$ cat src/rtl/reg_file_8x16.sv
// Eight-entry register file with two registered write-first read ports.
// r7 doubles as the program counter and advances by PC_STEP when pc_inc is set.
module reg_file_8x16 #(
   parameter int unsigned NREG    = 8,
   parameter int unsigned WIDTH   = 16,
   parameter int unsigned PC_IDX  = 7,
   parameter int unsigned PC_STEP = 2
) (
   input  logic             clk,
   input  logic             reset,
   input  logic             we,
   input  logic [2:0]       wr_addr,
   input  logic [WIDTH-1:0] wr_data,
   input  logic [2:0]       rd_addr_a,
   input  logic [2:0]       rd_addr_b,
   input  logic             pc_inc,
   output logic [WIDTH-1:0] rd_data_a,
   output logic [WIDTH-1:0] rd_data_b,
   output logic [WIDTH-1:0] pc_out
);

   logic [WIDTH-1:0] regs [NREG];
   logic [WIDTH-1:0] nxt  [NREG];

   // Next value of every register; the read ports sample this, giving write-first reads.
   always_comb begin
      for (int unsigned k = 0; k < NREG; k++) begin
         nxt[k] = regs[k];
         if (reset)
            nxt[k] = '0;
         else if (we && (wr_addr == 3'(k)))
            nxt[k] = wr_data;
         else if ((k == PC_IDX) && pc_inc)
            nxt[k] = regs[k] + WIDTH'(PC_STEP);
      end
   end

   always_ff @(posedge clk) begin
      for (int unsigned k = 0; k < NREG; k++)
         regs[k] <= nxt[k];
      if (reset) begin
         rd_data_a <= '0;
         rd_data_b <= '0;
      end else begin
         rd_data_a <= nxt[rd_addr_a];
         rd_data_b <= nxt[rd_addr_b];
      end
   end

   assign pc_out = regs[PC_IDX];

endmodule

$ cat config.mk
export PLATFORM = sky130hd
export DESIGN_NAME = reg_file_8x16
export DESIGN_NICKNAME = d
export VERILOG_FILES = /design/src/rtl/reg_file_8x16.sv
export SDC_FILE = /design/constraint.sdc
export NUM_CORES = 1
export LEC_CHECK = 0
export CORE_ASPECT_RATIO = 1.1
export CORE_MARGIN = 2
export CORE_UTILIZATION = 23
export CTS_BUF_LIST = sky130_fd_sc_hd__clkbuf_16
export DETAILED_ROUTE_END_ITERATION = 7
export PLACE_DENSITY = 0.45
export SYNTH_ARGS = -nofsm -noshare
export SYNTH_HDL_FRONTEND = slang
export SYNTH_SLANG_ARGS = --single-unit
$ cat constraint.sdc
create_clock -name clk -period 5.79 [get_ports clk]
set_input_delay 0.8685 -clock clk [delete_from_list [all_inputs] [get_ports clk]]
set_output_delay 0.8685 -clock clk [all_outputs]
set_load 0.05 [all_outputs]
Word-level counts from Yosys, hierarchy flattened
Memory sizes are Yosys's and may differ from the RTL's.
Index checks and enable logic that the tools add are counted.
Operators by class
  $add $sub $neg: 1
  $lt $le $gt $ge: 2
  eq/ne operators: 7
  muxes and demuxes: 23
  bitwise logic cells: 2
  reductions and logical operators: 9
Operator list (number)
  16-bit 2-to-1 mux: 21
  16-bit binary-select mux with 3-bit select: 2
  16-bit by 2-bit adder with 16-bit output (second input constant): 1
  3-bit equality test (second input constant): 4
  4-bit >= comparator (second input constant): 2
  1-bit logical AND: 8
  3-bit NOT with 4-bit output: 2
  3-bit by 2-bit equality test with 1-bit output (second input constant): 2
  3-bit by 1-bit equality test with 1-bit output (second input constant): 1
  3-bit zero test: 1
Storage, ports and cells
  bits in registers: 32
  bits in writable memories: 128
  input port bits: 29
  output and inout bits: 48
  logic and storage cells: 47
  memories: 1
Memory list
  regs: depth 8, bits a word 16, rd ports 8, clocked after Yosys merged registers in 0, wr ports 8, RTL line 22  | logic [WIDTH-1:0] regs [NREG];

Depth between registers and ports, before layout
  depth in word-level cells: 7
  mapped depth: 10
  mapped depth without buffers: 7

Worst setup path after synthesis
No wires, ideal clock.
  kind: input -> register
  start: in wr_addr[0]
  end: reg rd_data_b[3]
  library setup time: 0.143 ns
  arrival time: 2.275 ns
  required time: 5.647 ns
  slack: 3.372 ns
  stages: 8
  path buffers: 2
  cell sequence: buf_6 > or4b_4 > buf_6 > mux2i_1 > nor2_1 > a211o_1 > o21ai_0 > a221oi_1
On the way
  word-level cells in the longest chain between the ends: 7
  elaborated cells between the ends (all ways): 35
  classes of those cells: 7 x eq/ne; 19 x mux; 9 x reduce/logical
RTL lines
  from (decl): RTL line 12  | input logic [2:0] wr_addr,
  3-bit equality test, or another cell as far along: RTL line 31  | else if (we && (wr_addr == 3'(k)))
  1-bit logical AND: RTL line 31
  16-bit 2-to-1 mux: RTL line 31
  16-bit 2-to-1 mux: RTL line 29  | if (reset)
  16-bit binary-select mux with 3-bit select *: RTL line 46  | rd_data_b <= nxt[rd_addr_b];
  16-bit 2-to-1 mux (not written as such) * (2 in a row): RTL line 46
  to (signal assigned): RTL line 46
  to (decl): RTL line 18  | output logic [WIDTH-1:0] rd_data_b,
Mark *: on every way between the ends. The rest lies on a longest branch, timed or not. The select of a mux whose other input is x is not followed.
A chain may end at the register's enable or synchronous reset.

Worst setup path in the final report
  start: in wr_addr[1]
  end: reg rd_data_a[11]
On the way
  word-level cells in the longest chain between the ends: 7
  elaborated cells between the ends (all ways): 35
  classes of those cells: 7 x eq/ne; 19 x mux; 9 x reduce/logical
RTL lines
  3-bit equality test, or another cell as far along: RTL line 31
  1-bit logical AND: RTL line 31
  16-bit 2-to-1 mux: RTL line 31
  16-bit 2-to-1 mux: RTL line 29
  16-bit binary-select mux with 3-bit select *: RTL line 45  | rd_data_a <= nxt[rd_addr_a];
  16-bit 2-to-1 mux (not written as such) * (2 in a row): RTL line 45
  to (signal assigned): RTL line 45
  to (decl): RTL line 17  | output logic [WIDTH-1:0] rd_data_a,
Marked as above.

==> parameters.txt <==
Parameter                              Value

STA
  Share of the clock period used by the worst path after layout ... 68.2%
  Pins over their slew limit ... 0
  Hold Violations, Final ... 0
  Setup repair after global routing missed its margin ... false
  Shortest clock period the worst path allows after layout ... 3.95 ns
  Worst slew pin tran ... 1.00 ns
  Final setup violation count ... 0
  Headroom to the max-slew limit ... 32.8%
  Highest clock frequency the design can meet ... about 250 MHz
  Largest clock skew in the final design ... 0.0123 ns
  Setup tns final ... 0 ns
  Smallest hold slack ... 0.457 ns

Synth
  Count leader, synth ... sky130_fd_sc_hd__nand2_1
  Synth cell count leaders ... sky130_fd_sc_hd__nand2_1, sky130_fd_sc_hd__dfxtp_1, sky130_fd_sc_hd__a21oi_1
  Post-Synth Simple-Gate Area ... 24.5%
  Dominant combinational cell family by area after synthesis ... simple AND/OR/NAND/NOR gates
  Post-Synth XOR/XNOR Area ... 1.70%
  Proportion of register bits with asynchronous set or reset after synthesis ... 0%
  Area of the mapped netlist ... just over 9000 um^2
  Fraction of the mapped netlist area in adder cells ... 0.136%
  Sequential share of the synthesized area ... 34.9%
  Net count of the mapped netlist ... 1224
  Top-area cell type share of the netlist area ... a little over a third
  Area leader, netlist ... sky130_fd_sc_hd__dfxtp_1
  Multiplexer share of the synthesized area ... 7.14%
  Yosys reg bits ... 160
  Post-synthesis area per instance ... 7.69 um^2
  Main synth FF type ... sky130_fd_sc_hd__dfxtp_1
  Number of flops mapped to enable cells by yosys ... 0
  Number of synthesis warnings ... 0
  Number of instances in the synthesized netlist ... 1194
  Post-synthesis compound-gate area fraction ... 23.6%
  Top area cells in the synthesized netlist ... sky130_fd_sc_hd__dfxtp_1, sky130_fd_sc_hd__nand2_1, sky130_fd_sc_hd__a21oi_1
  Count of different cell masters after synthesis ... 83

Clocking
  Post-cts resize count ... 0
  TritonCTS clock tree ... done
  CTS H-tree depth ... 4
  Number of sinks handled by clock tree synthesis ... 160
  Number of buffers between clock root and the deepest sink ... 2
  Root buffer cell ... sky130_fd_sc_hd__clkbuf_16
  Number of post-CTS setup repair buffers ... 0
  CTS Buf Count ... 17
  Clock latency of the later-clocked register in the worst-skew pair ... 0.44 ns
  # hold bufs at CTS ... 0
  Clock transition time at the flip-flop clock pins of the worst setup and hold paths ... approximately 0.070 ns

Global route
  Pin count of the biggest net entering global routing ... 79
  GRT Overall Usage ... 18.9%
  Antenna violations before repair ... 1
  Global-route wire length before repair ... 58000 um
  Vias in the first global route ... about 8500
  Remaining global-route overflow ... 0

Drt
  Final ANT Viol Nets ... 0
  Drt pass-1 iters ... 5
  Ratio of routed vias to standard cells ... 5.30
  Starting DRT DRC Count ... 869
  DR vias ... ~9000
  Post-detailed-route DRC marker count ... 0
  Final routed wire length divided by cell count ... 23.2 um
  Aggregate routed wire length ... 39500 um

Die
  Chip Width ... 195 um
  Placeable Area ... 39300 um^2
  Die Footprint ... ~42000 um^2
  I/O Pins ... a little under 80
  Die H ... 214 um
  Initial Util ... 23.4%
  Core Rows ... between 70 and 80

Worst hold path
  Hold path endpoint ... regs[1][4]
  Hold Startpoint ... regs[1][4]
  Min-Delay Path Depth ... 2
  Type of the tightest min-delay check ... flop to flop

Pwr
  Pwr dens ... 262 nW/um^2
  Static Leakage ... ~3.8 nW
  Worst vdd rail ir drop ... 0.125 mV

Place
  Cell count after placement ... 1672
  Final weighted congestion of routability-driven global placement ... 0.894
  Count of port buffers added during placement ... 76
  Final HPWL from detailed placement ... 27000 um

Critical path
  Capturing element type of the critical path ... flop
  Worst Path Arrival ... 4.21 ns
  Worst path required time ... 6.05 ns
  Worst-case register-to-register setup slack ... 3.18 ns
  Start-to-end type of the worst setup path ... input pin to flop
  Worst r2r dst ... rd_data_b[11]
  Timing startpoint of the critical path ... wr_addr[1]
  Number of cells on the worst reg-to-reg path ... 7
  R2R Path Start ... regs[1][49]
  Startpoint kind of the worst setup timing path ... input pin
  Critical path fanouts, max ... 24

Layout
  Synth-to-layout area growth ... 15.4%
  Non-Filler Instances ... 1704
  Utilization of the core after routing ... 27.0%
  Fraction of final layout cells with drive strength greater than 1 ... under 10%
  Antenna Cells ... 0
  Net count of the finished layout ... between 1000 and 1500
  Register area ... between 3000 and 4000 um^2
  Layout filler cell count ... 4243
  Area used by multi-input combinational logic ... 5250 um^2

Flow run
  MaxCap Viol Count ... 0

Outcome
  Result of the run ... finished, final reports clean
-- routing by layer --
metal  vias to the layer above  part of all wire (%)  wire length, um  track usage (%)
met5                         -                     0                0                0
met4                         0                   5.2             2070             10.6
met3                        93                   6.0             2370             2.55
met2                       405                    45            17800             30.3
met1                      4333                    44            17200             24.6
li1                       4196                     -                -                -
-- stage by stage --
step	setup WS, ns	instance area, um^2	total power [mW]
2_1_floorplan	3.37	9180	1.50
3_3_place_gp	1.48	10000	1.68
3_5_place_dp	1.41	10000	1.68
4_1_cts	1.85	10600	2.79
5_1_grt	1.65	10600	2.86
6_report	1.84	10600	2.77
-- registers in the layout (all words and copies together), names as in the netlist --
name,cells
regs,128
rd_data_b,16
rd_data_a,16
-- final cells by class --
class / count / area share (%)
clock inverter: 15 / 1.28
sequential: 160 / 30.2
tap: 507 / 5.99
multi-input combinational: 892 / 49.5
inverter: 17 / 0.602
clock buffer: 17 / 4.02
timing repair buffer: 96 / 8.34
-- layout by cell type, fill, tap and decap left out, types with 6 or more instances in the layout --
cell                                n
sky130_fd_sc_hd__a22oi_1           12
sky130_fd_sc_hd__a31oi_1           10
sky130_fd_sc_hd__and2_1             9
sky130_fd_sc_hd__nand3_1           24
sky130_fd_sc_hd__nor2_1           122
sky130_fd_sc_hd__nor2b_1            6
sky130_fd_sc_hd__dfxtp_1          160
sky130_fd_sc_hd__o211ai_1          10
sky130_fd_sc_hd__buf_4             21
sky130_fd_sc_hd__nand2b_1          13
sky130_fd_sc_hd__o22ai_1           24
sky130_fd_sc_hd__mux2_2             8
sky130_fd_sc_hd__mux2i_1           52
sky130_fd_sc_hd__a211oi_1          17
sky130_fd_sc_hd__inv_1             16
sky130_fd_sc_hd__nand2_1          223
sky130_fd_sc_hd__clkdlybuf4s50_1   70
sky130_fd_sc_hd__xor2_1             7
sky130_fd_sc_hd__nor3_1            30
sky130_fd_sc_hd__clkbuf_16         17
sky130_fd_sc_hd__a21oi_1          131
sky130_fd_sc_hd__o21ai_0           58
sky130_fd_sc_hd__xnor2_1            9
-- worst max-delay path, stage by stage --
cell	delay [ns]
sky130_fd_sc_hd__clkdlybuf4s50_1	1.11
sky130_fd_sc_hd__nand4b_4	0.57
sky130_fd_sc_hd__nand2_1	0.57
sky130_fd_sc_hd__o22ai_1	0.14
sky130_fd_sc_hd__nor2_1	0.13
sky130_fd_sc_hd__o22ai_1	0.07
sky130_fd_sc_hd__a2111oi_1	0.72
-- power breakdown --
group	total, mW	switching [mW]	internal [mW]
logic	0.496	0.349	0.146
registers	1.16	0.0257	1.14
clock network	1.11	0.518	0.596
-- logic make-up after synthesis --
logic type               count (synthesis)
AO/OA/AOI/OAI                          338
XOR/XNOR                                17
adder cells (fa/ha/maj)                  1
buffers and inverters                  142
flip-flops                             160
multiplexers                            62
AND/OR/NAND/NOR                        474
-- how the worst max path moves through the flow --
stage | endpoint | slack [ns]
global placement | rd_data_a[11] | 1.48
global route | rd_data_a[11] | 1.65
detailed placement | rd_data_a[11] | 1.41
floorplan | rd_data_b[3] | 3.37
finish | rd_data_a[11] | 1.84
CTS | rd_data_a[11] | 1.85
No activity file was read; power rests on OpenSTA's default activity.
